===== src/rtl/pipe_hazard_ctrl.sv =====
// rtl/pipe_hazard_ctrl.sv - 5-stage pipeline stall/flush controller with hazard statistics
//
// Purpose: resolves memory freeze, taken-branch flush and load-use bubble
// hazards into per-stage enable/flush controls, and tracks hazard statistics
// plus a sticky data-memory timeout error.
//
// Ports:
//   clk, rst (async, active-low)
//   pause_id, branch_ex, mem_req, mem_ack, clr_cnt   hazard / handshake inputs
//   pc_en, ifid_en, idex_en, exme_en, mewb_en        stage load enables
//   ifid_flush, idex_flush, mewb_flush               bubble insertion (overrides en)
//   mem_err                                          sticky memory timeout
//   stall_cnt, bubble_cnt, flush_cnt                 saturating statistics
module pipe_hazard_ctrl #(
  parameter int TIMEOUT = 16,
  parameter int CNT_W   = 32
) (
  input  logic             clk,
  input  logic             rst,
  input  logic             pause_id,
  input  logic             branch_ex,
  input  logic             mem_req,
  input  logic             mem_ack,
  input  logic             clr_cnt,
  output logic             pc_en,
  output logic             ifid_en,
  output logic             idex_en,
  output logic             exme_en,
  output logic             mewb_en,
  output logic             ifid_flush,
  output logic             idex_flush,
  output logic             mewb_flush,
  output logic             mem_err,
  output logic [CNT_W-1:0] stall_cnt,
  output logic [CNT_W-1:0] bubble_cnt,
  output logic [CNT_W-1:0] flush_cnt
);

  localparam logic [7:0] TIMEOUT_C = 8'(TIMEOUT);

  typedef enum logic [1:0] {ST_RUN, ST_MWAIT, ST_HALT} state_t;

  state_t           r_state, w_state_nxt;
  logic [7:0]       r_wait_cnt, w_wait_nxt;
  logic             r_mem_err;
  logic [CNT_W-1:0] r_stall_cnt, r_bubble_cnt, r_flush_cnt;
  logic             w_active, w_branch, w_loaduse;

  always_comb begin
    w_state_nxt = r_state;
    w_wait_nxt  = r_wait_cnt;
    w_active    = 1'b0;
    w_branch    = 1'b0;
    w_loaduse   = 1'b0;
    pc_en       = 1'b1;
    ifid_en     = 1'b1;
    idex_en     = 1'b1;
    exme_en     = 1'b1;
    mewb_en     = 1'b1;
    ifid_flush  = 1'b0;
    idex_flush  = 1'b0;
    mewb_flush  = 1'b0;

    case (r_state)
      ST_RUN, ST_MWAIT: begin
        w_active = 1'b1;
        if (mem_req && !mem_ack) begin
          // Freeze: hold everything up to EX/ME, let WB retire once, then bubble.
          pc_en      = 1'b0;
          ifid_en    = 1'b0;
          idex_en    = 1'b0;
          exme_en    = 1'b0;
          mewb_flush = 1'b1;
          w_wait_nxt = r_wait_cnt + 8'd1;
          if (w_wait_nxt == TIMEOUT_C) begin
            w_state_nxt = ST_HALT;
          end else begin
            w_state_nxt = ST_MWAIT;
          end
        end else begin
          // Ack or dropped request releases; this cycle uses normal priority.
          w_wait_nxt  = 8'd0;
          w_state_nxt = ST_RUN;
          if (branch_ex) begin
            w_branch   = 1'b1;
            ifid_flush = 1'b1;
            idex_flush = 1'b1;
          end else if (pause_id) begin
            w_loaduse  = 1'b1;
            pc_en      = 1'b0;
            ifid_en    = 1'b0;
            idex_flush = 1'b1;
          end
        end
      end
      ST_HALT: begin
        pc_en   = 1'b0;
        ifid_en = 1'b0;
        idex_en = 1'b0;
        exme_en = 1'b0;
        mewb_en = 1'b0;
      end
      default: begin
        w_state_nxt = ST_RUN;
        w_wait_nxt  = 8'd0;
      end
    endcase

    // Reset forces bubbles into every stage regardless of state.
    if (!rst) begin
      pc_en      = 1'b0;
      ifid_en    = 1'b0;
      idex_en    = 1'b0;
      exme_en    = 1'b0;
      mewb_en    = 1'b0;
      ifid_flush = 1'b1;
      idex_flush = 1'b1;
      mewb_flush = 1'b1;
    end
  end

  always_ff @(posedge clk or negedge rst) begin
    if (!rst) begin
      r_state      <= ST_RUN;
      r_wait_cnt   <= 8'd0;
      r_mem_err    <= 1'b0;
      r_stall_cnt  <= '0;
      r_bubble_cnt <= '0;
      r_flush_cnt  <= '0;
    end else begin
      r_state    <= w_state_nxt;
      r_wait_cnt <= w_wait_nxt;
      if (w_state_nxt == ST_HALT) begin
        r_mem_err <= 1'b1;
      end
      if (clr_cnt) begin
        r_stall_cnt  <= '0;
        r_bubble_cnt <= '0;
        r_flush_cnt  <= '0;
      end else begin
        if (w_active && !pc_en && !(&r_stall_cnt)) begin
          r_stall_cnt <= r_stall_cnt + CNT_W'(1);
        end
        if (w_loaduse && !(&r_bubble_cnt)) begin
          r_bubble_cnt <= r_bubble_cnt + CNT_W'(1);
        end
        if (w_branch && !(&r_flush_cnt)) begin
          r_flush_cnt <= r_flush_cnt + CNT_W'(1);
        end
      end
    end
  end

  assign mem_err    = r_mem_err;
  assign stall_cnt  = r_stall_cnt;
  assign bubble_cnt = r_bubble_cnt;
  assign flush_cnt  = r_flush_cnt;

endmodule


===== config.mk =====
export PLATFORM = sky130hd
export DESIGN_NAME = pipe_hazard_ctrl
export DESIGN_NICKNAME = d
export VERILOG_FILES = /design/src/rtl/pipe_hazard_ctrl.sv
export SDC_FILE = /design/constraint.sdc
export NUM_CORES = 1
export LEC_CHECK = 0
export BUFFER_PORTS_ARGS = -buffer_cell sky130_fd_sc_hd__buf_2
export CAP_MARGIN = 40
export CORE_ASPECT_RATIO = 2
export CORE_MARGIN = 2
export CORE_UTILIZATION = 40
export DETAILED_ROUTE_END_ITERATION = 8
export PLACE_DENSITY = 0.71
export SETUP_SLACK_MARGIN = 0.2
export SYNTH_ARGS = -nofsm -noshare
export SYNTH_HDL_FRONTEND = slang
export SYNTH_SLANG_ARGS = --single-unit

===== constraint.sdc =====
create_clock -name clk -period 4.17 [get_ports clk]
set_clock_uncertainty 0.15 [all_clocks]
set_input_delay 0.834 -clock clk [delete_from_list [all_inputs] [get_ports clk]]
set_output_delay 0.834 -clock clk [all_outputs]
set_load 0.1 [all_outputs]

== Word level (Yosys, flattened, before mapping) ==
Index checks and enable logic that the tools add are counted.

* Bits in registers: 107
* Output and inout port bits: 105

* Multiplexer cells: 37
* Reduce and logical (&&, ||, !) cells: 18
* Eq/ne operators: 4
* Add/subtract/negate cells: 4

{| class="wikitable"
|+ Operators by type and width
! operator !! count
|-
| 32-bit two-way mux || 6
|-
| 32-bit by 1-bit adder with 32-bit output (second input constant) || 3
|-
| 32-bit AND reduction || 3
|-
| 1-bit two-way mux || 24
|-
| 8-bit case mux with 2 select lines || 1
|-
| 8-bit by 1-bit adder with 8-bit output (second input constant) || 1
|-
| 8-bit by 5-bit equality test with 1-bit output (second input constant) || 1
|-
| 8-bit two-way mux || 1
|-
| 2-bit nonzero test || 3
|-
| 1-bit logical AND || 5
|-
| 1-bit zero test || 5
|-
| 2-bit equality test (second input constant) || 2
|-
| 2-bit two-way mux || 2
|-
| 1-bit case mux with 2 select lines || 2
|-
| 2-bit case mux with 2 select lines || 1
|-
| 2-bit by 1-bit equality test with 1-bit output (second input constant) || 1
|-
| 2-bit zero test || 1
|-
| 2-bit OR reduction || 1
|}

== Depth between registers and ports, before layout ==
* Word-level depth: 10
* Depth in mapped cells: 8

== Least setup slack after synthesis ==
OpenSTA, ideal clock, no wires.

* Path type: input -> output
* From: input rst
* To: output pc_en
* Stages: 4
* Arrival: 4.437 ns
* Buffers on the path: 1
* Path slack: -1.251 ns
* Path through: nor2b_1 -> and2_1 -> o21a_1 -> buf_4

* Longest elaborated chain between the ends: 1

{| class="wikitable"
|+ Ends and longest elaborated chain
! element !! line !! source
|-
| start, declared || 19 || <nowiki>input logic rst,</nowiki>
|-
| 1-bit two-way mux || - ||
|-
| end, declared || 25 || <nowiki>output logic pc_en,</nowiki>
|}

No other way between the ends.

== Worst setup path after layout ==
* From: input mem_req
* To: output ifid_en

* Longest elaborated chain between the ends: 4

{| class="wikitable"
|+ Ends and longest elaborated chain
! element !! line !! source
|-
| start, declared || 22 || <nowiki>input logic mem_req,</nowiki>
|-
| 1-bit logical AND || 67 || <nowiki>if (mem_req && !mem_ack) begin</nowiki>
|-
| 1-bit two-way mux || 67 ||
|-
| 1-bit case mux with 2 select lines || 64 || <nowiki>case (r_state)</nowiki>
|-
| 1-bit two-way mux || 110 || <nowiki>if (!rst) begin</nowiki>
|-
| end, declared || 26 || <nowiki>output logic ifid_en,</nowiki>
|}

No other way between the ends.

==> metrics.md <==
| Metric | Value |
|---|---|
| Layout area overhead | 17.9% |
| CP Data Required Time | ~3.2 ns |
| Clock Tree Root | clkbuf_16 |
| Die ar. | 0.0161 mm2 |
| CTS tree | yes |
| Synth Warn # | 0 |
| Most frequent cells in the layout | 109 x buf_2, 107 x dfrtp_1, 75 x a21oi_1 |
| Core area | roughly 0.015 mm2 |
| Critical path arrival | 2.15 ns |
| Gpl congestion | 0.831 |
| Post-Syn Area | between 0.006 and 0.007 mm2 |
| Slowest Stage Delay on Critical Path | between 0.3 and 0.4 ns |
| Most common cell after layout, fill and taps aside | buf_2 |
| Crit-path most repeated cell | buf_2 |
| PD cells | 301 mW/mm2 |
| Vias per cell | 5.98 |
| Ranking of synthesized cells by area | dfrtp_1 45%, a21oi_1 6.2%, or4_1 4.7% |
| Worst slew pin tran | about 0.8 ns |
| Crit path kind | input pin to output pin |
| Setup WS pre-CTS | 1.05 ns |
| Post-Place Cells | 951 |
| Initial DRC count | 272 |
| Yosys reg bits | 107 |
| Fmax | 319 MHz |
| Layout cells sized above 1 | around a fifth |
| Mapped Cells | 666 |
| Tmin final | 3.14 ns |
| Crit Reg-Reg Startpoint | flush_cnt[21]$_DFFE_PN0P_ |
| Register area share after synthesis | 44.6% |
| CTS buffer count | 9 |
| Worst-skew pair later-pin latency | 0.35 ns |
| Yosys cell types | 56 |
| Worst Setup End Kind | output pin |
| Final nets | 779 |
| Clock Path Buffers | 2 |
| PostCTS Resize Cnt | 0 |
| Critical Path Fanout Max | 9 |
| Worst Hold Class | input pin to async pin |
| Antenna viol nets, final | 0 |
| Final hold slack | 0.197 ns |
| CTS Hold Bufs | 0 |
| Ant. Diodes | 0 |
| Startpoint types | input pin |
| Starting Density | 40.8% |
| Yosys top cell area share | 44.6% |
| Global-route wire length before repair | 27500 um |
| Leakage power | 2.97 nW |
| Clock transition at path regs | 0.07 ns |
| Final worst setup slack | 1.03 ns |
| Postcts setup bufs | 0 |
| MaxCap Viol Count | 0 |
| Die Y-Extent | 177 um |
| Slowest-stage cell, CP | nor2b_1 |
| PortBufs | 111 |
| Row count | 63 |
| Setup TNS | 0 ns |
| Endpoints failing hold | 0 |
| Via count | 5779 |
| Synth Net Count | 678 |
| Mean Syn Cell Area | 9.02 um2 |
| Sink Count | 107 |
| H-tree depth | 3 |
| RSZ-0062 raised after global routing | false |
| Crit path from | mem_req |
| DRT Wirelength | ~16000 um |
| Pin count of the biggest net entering global routing | 78 |
| Fillcell total | roughly 1.5k |
| Initial antenna violation count | 0 |
| Cell taking the most area after synthesis | dfrtp_1 |
| Critical-path cell list | buf_2 -> nor2b_1 -> nand2b_1 -> and2_2 -> o21a_2 -> buf_2 |
| Fin crit share | 75.2% |
| Most used flip-flop cell after synthesis | dfrtp_1 |
| GR Util All Layers | 20.9% |
| Max Slew Vio Count | 0 |
| Non-Filler Instances | about 970 |
| DR WL/cell | 16.9 um |
| I/O pins | 112 |
| Global route overflow | 0 |
| DRC viols | 0 |
| Relative slew margins | between 40% and 50% |
| Vias in the first global route | 5493 |
| Die width | 90.7 um |
| Final Setup Violations | 0 |
| HPWL after DPL | 11700 um |
| EDFF count, synth | 0 |
| Async S/R FF share, synth | 100% |
| Worst vdd ir | ~0.00021 V |
| Outcome | finished clean |
| Drt first pass iters | 4 |
## power breakdown
group	internal [mW]	switching, mW	total [mW]	leakage (nW)
clock	0.505	0.397	0.902	0.154
combinational	0.0296	0.149	0.178	1.32
sequential	1.04	0.00945	1.05	1.49
total	1.58	0.555	2.13	2.97
## per-layer routing
metal  part of all wire [%]  vias up  global-route usage [%]  routed length (um)
li1                       -     2754                       -                   -
met1                     39     2881                    24.2                6410
met2                     56      126                    39.0                9120
met3                    3.1       18                    3.10                 513
met4                    1.8        0                    7.12                 297
met5                      0        -                       0                   0
## sequential cells by signal, indices dropped and copies added, names as in the netlist
signal / count
flush_cnt: 32
r_wait_cnt: 8
stall_cnt: 32
r_state: 2
mem_err: 1
bubble_cnt: 32
## kinds of logic after synthesis
| family | count (synthesis) | synth area share (%) |
|---|---|---|
| DFF | 107 | 44.6 |
| and+or+nand+nor | 300 | 29.1 |
| buffers and inverters | 47 | 3.37 |
| AOI/OAI and AO/OA | 185 | 18.4 |
| xor gates and xnor gates | 14 | 2.04 |
| muxes | 8 | 1.46 |
| adders and majority gates | 5 | 1.04 |
## layout make-up
cell class	instances	area (um2)	area share (%)
Tap cell	195	244	3.44
Clock buffer	12	256	3.62
Clock inverter	4	56.3	0.795
Multi-Input combinational cell	512	3140	44.4
Timing Repair Buffer	122	651	9.19
Inverter	15	56.3	0.795
Sequential cell	107	2680	37.8
## final timing paths
path                                             end  slack, ns  depth (start not counted)
hold reg to reg                  mem_err$_DFFE_PN0N_       0.32                          1
setup reg to reg           flush_cnt[21]$_DFFE_PN0P_       1.15                          6
max in group asynchronous  bubble_cnt[3]$_DFFE_PN0P_       2.05                          3
hold / removal              flush_cnt[5]$_DFFE_PN0P_       0.20                          1
min in group clk                 mem_err$_DFFE_PN0N_       0.32                          1
setup / recovery                             ifid_en       1.03                          6
## critical path: cells and delay by family
kind	cells	cell delay (ns)
and+or+nand+nor	3	0.83
buffers and inverters	2	0.37
AOI/OAI and AO/OA	1	0.12
## cells in the mapped netlist, drive strengths merged (4+ instances only)
cell type / instances
dfrtp: 107
a21oi: 75
o21ai: 50
nand2: 43
or3: 42
or4: 39
nand3: 38
o31ai: 37
nand4: 35
nor2: 34
clkbuf: 22
inv: 15
nor4: 13
buf: 10
nor2b: 10
nor3: 8
xor2: 8
and4: 7
nand2b: 7
and3: 6
mux2: 6
xnor2: 6
and2: 5
ha: 5
or2: 4
## through the flow
stage | area, um2 | utilization [%] | power (mW)
floorplan | 6020 | - | 1.20
global placement | 6760 | 45.8 | 1.25
detailed placement | 6770 | 45.9 | 1.25
CTS | 7080 | 48.1 | 2.17
global route | 7080 | 48.1 | 2.22
finish | 7080 | 48.1 | 2.13
(Power assumes the default switching activity.)
